## src/rtl/alu_cmd_sequencer_if.sv

```systemverilog
// Bus between the command sequencer and its environment (UART rx/tx and ALU).
// Names keep the sequencer's point of view: i_* flow into it, o_* flow out of it.
interface alu_cmd_sequencer_if #(
  parameter int DBIT  = 8,
  parameter int NB_OP = 6
);
  // rx_done and tx_done are one-cycle strobes with no back-pressure: a byte is
  // offered exactly in the cycle rx_done is high, and tx_start is a one-cycle
  // request that the transmitter must accept; tx_data stays stable until tx_done.
  logic             i_rx_done;
  logic [DBIT-1:0]  i_rx_data;
  logic [DBIT-1:0]  i_alu_result;
  logic             i_tx_done;
  logic [DBIT-1:0]  o_data_a;
  logic [DBIT-1:0]  o_data_b;
  logic [NB_OP-1:0] o_op;
  logic             o_tx_start;
  logic [DBIT-1:0]  o_tx_data;
  logic             o_busy;
  logic             o_timeout;
  logic             o_overrun;
  logic [2:0]       o_state;

  modport slave (
    input  i_rx_done, i_rx_data, i_alu_result, i_tx_done,
    output o_data_a, o_data_b, o_op, o_tx_start, o_tx_data,
           o_busy, o_timeout, o_overrun, o_state
  );

  modport master (
    output i_rx_done, i_rx_data, i_alu_result, i_tx_done,
    input  o_data_a, o_data_b, o_op, o_tx_start, o_tx_data,
           o_busy, o_timeout, o_overrun, o_state
  );
endinterface

```

## src/rtl/alu_cmd_sequencer.sv

```systemverilog
// Collects operand A, operand B and opcode bytes, runs the ALU, sends the result.
// Optional opcode screening with CMD_OP_CHECK_EN (invalid opcodes answer ERR_CODE).
module alu_cmd_sequencer #(
  parameter int              DBIT           = 8,
  parameter int              NB_OP          = 6,
  parameter int              NB_TIMEOUT     = 20,
  parameter int              TIMEOUT_CYCLES = 1000000,
  parameter logic [DBIT-1:0] ERR_CODE       = 8'hEE
) (
  input logic                 i_clock,
  input logic                 i_reset,
  alu_cmd_sequencer_if.slave  bus
);

  typedef enum logic [2:0] {
    IDLE    = 3'd0,
    WAIT_B  = 3'd1,
    WAIT_OP = 3'd2,
    EXEC    = 3'd3,
    SEND    = 3'd4,
    WAIT_TX = 3'd5
  } state_t;

  localparam logic [NB_TIMEOUT-1:0] CNT_LAST = NB_TIMEOUT'(TIMEOUT_CYCLES - 1);

  state_t                state, state_next;
  logic [NB_TIMEOUT-1:0] cnt;
  logic [DBIT-1:0]       data_a, data_b, tx_data;
  logic [NB_OP-1:0]      op;
  logic                  timeout_q, overrun_q;
  logic                  load_a, load_b, load_op, load_tx;
  logic                  cnt_inc, timeout_set, overrun_set;
  logic                  expire, op_ok, op_err;

  assign expire = (cnt == CNT_LAST);

`ifdef CMD_OP_CHECK_EN
  function automatic logic op_valid(input logic [NB_OP-1:0] code);
    case (code)
      NB_OP'(6'b100000), NB_OP'(6'b100010), NB_OP'(6'b100100), NB_OP'(6'b100101),
      NB_OP'(6'b100110), NB_OP'(6'b100111), NB_OP'(6'b000011), NB_OP'(6'b000010):
        op_valid = 1'b1;
      default: op_valid = 1'b0;
    endcase
  endfunction

  assign op_ok = op_valid(bus.i_rx_data[NB_OP-1:0]);

  // Remembers that the latched command was rejected so EXEC answers ERR_CODE.
  always_ff @(posedge i_clock) begin
    if (!i_reset)    op_err <= 1'b0;
    else if (load_op) op_err <= !op_ok;
  end
`else
  assign op_ok  = 1'b1;
  assign op_err = 1'b0;
`endif

  always_ff @(posedge i_clock) begin
    if (!i_reset) state <= IDLE;
    else          state <= state_next;
  end

  always_comb begin
    state_next  = state;
    load_a      = 1'b0;
    load_b      = 1'b0;
    load_op     = 1'b0;
    load_tx     = 1'b0;
    cnt_inc     = 1'b0;
    timeout_set = 1'b0;
    overrun_set = 1'b0;
    case (state)
      IDLE: begin
        if (bus.i_rx_done) begin
          load_a     = 1'b1;
          state_next = WAIT_B;
        end
      end
      WAIT_B: begin
        if (bus.i_rx_done) begin
          load_b     = 1'b1;
          state_next = WAIT_OP;
        end else if (expire) begin
          timeout_set = 1'b1;
          state_next  = IDLE;
        end else begin
          cnt_inc = 1'b1;
        end
      end
      WAIT_OP: begin
        if (bus.i_rx_done) begin
          load_op    = 1'b1;
          state_next = EXEC;
        end else if (expire) begin
          timeout_set = 1'b1;
          state_next  = IDLE;
        end else begin
          cnt_inc = 1'b1;
        end
      end
      EXEC: begin
        load_tx     = 1'b1;
        overrun_set = bus.i_rx_done;
        state_next  = SEND;
      end
      SEND: begin
        overrun_set = bus.i_rx_done;
        state_next  = WAIT_TX;
      end
      WAIT_TX: begin
        overrun_set = bus.i_rx_done;
        if (bus.i_tx_done) state_next = IDLE;
      end
      default: state_next = IDLE;
    endcase
  end

  // Counter only runs while waiting for B or opcode; every other path clears it.
  always_ff @(posedge i_clock) begin
    if (!i_reset) begin
      cnt       <= '0;
      data_a    <= '0;
      data_b    <= '0;
      op        <= '0;
      tx_data   <= '0;
      timeout_q <= 1'b0;
      overrun_q <= 1'b0;
    end else begin
      cnt       <= cnt_inc ? cnt + 1'b1 : '0;
      timeout_q <= timeout_set;
      overrun_q <= overrun_set;
      if (load_a)           data_a  <= bus.i_rx_data;
      if (load_b)           data_b  <= bus.i_rx_data;
      if (load_op && op_ok) op      <= bus.i_rx_data[NB_OP-1:0];
      if (load_tx)          tx_data <= op_err ? ERR_CODE : bus.i_alu_result;
    end
  end

  assign bus.o_data_a   = data_a;
  assign bus.o_data_b   = data_b;
  assign bus.o_op       = op;
  assign bus.o_tx_data  = tx_data;
  assign bus.o_tx_start = (state == SEND);
  assign bus.o_busy     = (state == EXEC) || (state == SEND) || (state == WAIT_TX);
  assign bus.o_timeout  = timeout_q;
  assign bus.o_overrun  = overrun_q;
  assign bus.o_state    = state;

endmodule
```

## src/flat_wrapper.sv

```systemverilog
// flat-port wrapper written by rule: the top's interface ports become plain ports
module alu_cmd_sequencer_flat 
#(
  parameter int              DBIT           = 8,
  parameter int              NB_OP          = 6,
  parameter int              NB_TIMEOUT     = 20,
  parameter int              TIMEOUT_CYCLES = 1000000,
  parameter logic [DBIT-1:0] ERR_CODE       = 8'hEE
)
  (i_clock, i_reset, bus_i_rx_done, bus_i_rx_data, bus_i_alu_result, bus_i_tx_done, bus_o_data_a, bus_o_data_b, bus_o_op, bus_o_tx_start, bus_o_tx_data, bus_o_busy, bus_o_timeout, bus_o_overrun, bus_o_state);
  alu_cmd_sequencer_if #(.DBIT(DBIT), .NB_OP(NB_OP)) bus_i ();
  input logic i_clock;
  input logic i_reset;
  input wire logic [$bits(bus_i.i_rx_done)-1:0] bus_i_rx_done;
  input wire logic [$bits(bus_i.i_rx_data)-1:0] bus_i_rx_data;
  input wire logic [$bits(bus_i.i_alu_result)-1:0] bus_i_alu_result;
  input wire logic [$bits(bus_i.i_tx_done)-1:0] bus_i_tx_done;
  output wire logic [$bits(bus_i.o_data_a)-1:0] bus_o_data_a;
  output wire logic [$bits(bus_i.o_data_b)-1:0] bus_o_data_b;
  output wire logic [$bits(bus_i.o_op)-1:0] bus_o_op;
  output wire logic [$bits(bus_i.o_tx_start)-1:0] bus_o_tx_start;
  output wire logic [$bits(bus_i.o_tx_data)-1:0] bus_o_tx_data;
  output wire logic [$bits(bus_i.o_busy)-1:0] bus_o_busy;
  output wire logic [$bits(bus_i.o_timeout)-1:0] bus_o_timeout;
  output wire logic [$bits(bus_i.o_overrun)-1:0] bus_o_overrun;
  output wire logic [$bits(bus_i.o_state)-1:0] bus_o_state;
  assign bus_i.i_rx_done = bus_i_rx_done;
  assign bus_i.i_rx_data = bus_i_rx_data;
  assign bus_i.i_alu_result = bus_i_alu_result;
  assign bus_i.i_tx_done = bus_i_tx_done;
  assign bus_o_data_a = bus_i.o_data_a;
  assign bus_o_data_b = bus_i.o_data_b;
  assign bus_o_op = bus_i.o_op;
  assign bus_o_tx_start = bus_i.o_tx_start;
  assign bus_o_tx_data = bus_i.o_tx_data;
  assign bus_o_busy = bus_i.o_busy;
  assign bus_o_timeout = bus_i.o_timeout;
  assign bus_o_overrun = bus_i.o_overrun;
  assign bus_o_state = bus_i.o_state;
  alu_cmd_sequencer #(.DBIT(DBIT), .NB_OP(NB_OP), .NB_TIMEOUT(NB_TIMEOUT), .TIMEOUT_CYCLES(TIMEOUT_CYCLES), .ERR_CODE(ERR_CODE)) u_core (.i_clock(i_clock), .i_reset(i_reset), .bus(bus_i));
endmodule
```

## config.mk

```make
export PLATFORM = sky130hd
export DESIGN_NAME = alu_cmd_sequencer_flat
export DESIGN_NICKNAME = d
export VERILOG_FILES = /design/src/rtl/alu_cmd_sequencer_if.sv /design/src/rtl/alu_cmd_sequencer.sv /design/src/flat_wrapper.sv
export SDC_FILE = /design/constraint.sdc
export NUM_CORES = 1
export LEC_CHECK = 0
export ABC_AREA = 1
export BUFFER_PORTS_ARGS = -buffer_cell sky130_fd_sc_hd__buf_2
export CORE_MARGIN = 2
export CORE_UTILIZATION = 48
export DETAILED_ROUTE_END_ITERATION = 12
export PLACE_DENSITY = 0.81
export SYNTH_ARGS = -nofsm -noshare
export SYNTH_HDL_FRONTEND = slang
export SYNTH_SLANG_ARGS = --single-unit
```

## constraint.sdc

```tcl
create_clock -name i_clock -period 1.7 [get_ports i_clock]
set_clock_uncertainty 0.2 [all_clocks]
set_input_delay 0.085 -clock i_clock [delete_from_list [all_inputs] [get_ports i_clock]]
set_output_delay 0.085 -clock i_clock [all_outputs]
set_load 0.03 [all_outputs]
```

==> results_dict.tcl <==
set metrics [dict create \
    core_mm2 0.00475 \
    io_buffer_count 56 \
    syn_inst 336 \
    die_w_um 74.6 \
    cts_tree "yes" \
    min_path_type "reg2reg" \
    critical_path_class "reg2out" \
    tns_ps 0 \
    layout_common_cells "82 x nor2_1, 61 x nand2_1, 55 x buf_2" \
    fp-row-count 25 \
    place_hpwl_um 4050 \
    yosys_register_bits 55 \
    clock_path_buffers 2 \
    tightest_slew_ps 291 \
    antenna_left 0 \
    ys_types 25 \
    p_per_area_mw_per_mm2 934 \
    dp_cells 460 \
    critPathArrivalTime_ps 1290 \
    drc_errors 0 \
    syn_to_final_growth_pct 30.3 \
    gp_congestion 0.997 \
    grt_max_degree 32 \
    crit_required_ps 1410 \
    p_leak_nw 1.35 \
    slew_viol_final 0 \
    antenna_found_initial 0 \
    insertion_delay_ps 310 \
    wl_per_cell_um 12.1 \
    start_util_pct 50.3 \
    crit_fanout 6 \
    path_clk_slew_ps 100 \
    drive_gt1_share_pct 24.3 \
    maxCapViolCount 0 \
    ir_worst_vdd_v 0.000719 \
    drt_iter0_markers 278 \
    synth_top_area_share_pct 46.1 \
    fin_crit_sh_pct 92.9 \
    grt_pass1_wl_um 9510 \
    yosysTopAreaCell "dfxtp_1" \
    clock.fmax_mhz 633 \
    setup.worst_path.end_class "primary output" \
    setup_viol 0 \
    vias_per_cell 4.92 \
    die_area_mm2 0.00556 \
    final_common_cell "nor2_1" \
    relSlewSlack_pct 80.5 \
    grt_pass1_vias 2151 \
    numCtsBuffers 5 \
    nNetsFinal 444 \
    clock-sinks 55 \
    post-route-util_pct 65.5 \
    htreeDepth 2 \
    hold_depth 2 \
    synth_area_leaders "dfxtp_1 46%, nor2_1 13%, nand2_1 9.6%" \
    syn-cell-area_mm2 0.00239 \
    routed-via-count 2416 \
    seq_area_frac_synth_pct 46.1 \
    avgSynthCellArea_um2 7.11 \
    reg2regPathDepth 8 \
    grt_overflow_total 0 \
    cts_root_buffer "clkbuf_8" \
    routed_wl_um 5950 \
    die_y_um 74.6 \
    ys_warn_count 0 \
    finalNonFillerCells 491 \
    drt_pre_antenna_iters 5 \
    status "completed" \
    ioPinCount 57 \
    syn_nets 357 \
    post-route-min-period_ps 1580 \
    start_kind "register" \
    groute.usage.overall_pct 22.2 \
    hold_violations 0 \
    diodes 0 \
]
[synth_stat cells, drive strengths merged]
cell type / n
a21oi: 19
buf: 3
clkbuf: 3
dfxtp: 55
ha: 1
inv: 37
nand2: 63
nand3: 13
nand3b: 1
nand4: 3
nor2: 92
nor3: 4
o21ai: 31
or2: 4
xnor2: 1
xor2: 6
[worst paths after layout]
| kind | from | slack [ps] | endpoint |
|---|---|---|---|
| worst min-delay path | u_core.bus.o_data_a[1]$_SDFFE_PN0P_ | 240 | u_core.bus.o_data_a[1]$_SDFFE_PN0P_ |
| worst min register to register | u_core.bus.o_data_a[1]$_SDFFE_PN0P_ | 240 | u_core.bus.o_data_a[1]$_SDFFE_PN0P_ |
| worst max register to register | u_core.cnt[1]$_SDFF_PN0_ | 120 | u_core.cnt[16]$_SDFF_PN0_ |
| worst max-delay path | u_core.bus.o_state[1]$_SDFFE_PN0P_ | 120 | bus_o_busy |
[cell families (layout without fill, tap and decap cells)]
| kind of cell | Yosys count | count (layout) | synth area share [%] |
|---|---|---|---|
| buf+inv | 43 | 131 | 7.38 |
| flops | 55 | 55 | 46.1 |
| simple gates | 180 | 180 | 32.4 |
| fa+ha+maj | 1 | 1 | 0.523 |
| xor+xnor | 7 | 7 | 2.57 |
| compound gates | 50 | 50 | 11.1 |
[critical path: stages (launching register included)]
cell and delay, ps:
dfxtp_4 400, inv_1 50, nand2_1 110, inv_2 70
nand2_1 70, nand3_1 100, buf_4 190
[sequential cells by signal, summed over array words and instances, names as in the netlist]
| name | flops |
|---|---|
| u_core.bus.o_data_a | 8 |
| u_core.bus.o_state | 3 |
| u_core.bus.o_data_b | 8 |
| u_core.bus.o_tx_data | 8 |
| u_core.cnt | 20 |
| u_core.bus.o_overrun | 1 |
| u_core.bus.o_timeout | 1 |
| u_core.bus.o_op | 6 |
[final cells by class]
| cell class | instances | area (µm²) |
|---|---|---|
| clock buffer | 6 | 72.6 |
| clock inverter | 2 | 16.3 |
| fill | 419 | 1640 |
| inverter | 37 | 139 |
| multi-input combinational | 238 | 1130 |
| sequential | 55 | 1110 |
| tap | 67 | 83.8 |
| timing repair buffer | 86 | 568 |
[through the flow]
stage	worst slack [ps]	instance area (µm²)	total power [mW]	hold slack (ps)
after detailed placement	110	2780	2.14	147
after global placement	180	2780	2.13	134
final	121	3110	2.91	243
after global routing	-42.3	3110	3.07	269
after floorplan	29.1	2390	1.94	19.9
after CTS	5.84	3070	2.90	246
[metal layers]
layer / vias to the layer above / GRT usage, % / routed length, µm / share of wire, %
li1: 1227 / - / - / -
met1: 1094 / 27.7 / 2390 / 40
met2: 84 / 36.9 / 2990 / 50
met3: 11 / 7.18 / 456 / 7.7
met4: 0 / 6.55 / 113 / 1.9
met5: - / 0 / 0 / 0
[what timing repair did]
item                       in CTS  in global routing
pin swaps                       0                  1
hold buffers                   19                  0
setup endpoints to repair       1                 16
gates resized for setup         1                  9
setup buffers                   0                  4
gates cloned                    0                  0
hold endpoints to repair       35                  0
[power breakdown]
| part | internal (mW) | switching [mW] | total (mW) | leakage [nW] |
|---|---|---|---|---|
| logic | 0.243 | 0.490 | 0.733 | 0.861 |
| registers | 1.39 | 0.0618 | 1.45 | 0.448 |
| clock network | 0.297 | 0.428 | 0.724 | 0.0418 |
| total | 1.93 | 0.979 | 2.91 | 1.35 |
Power figures use the tool's default switching activity.
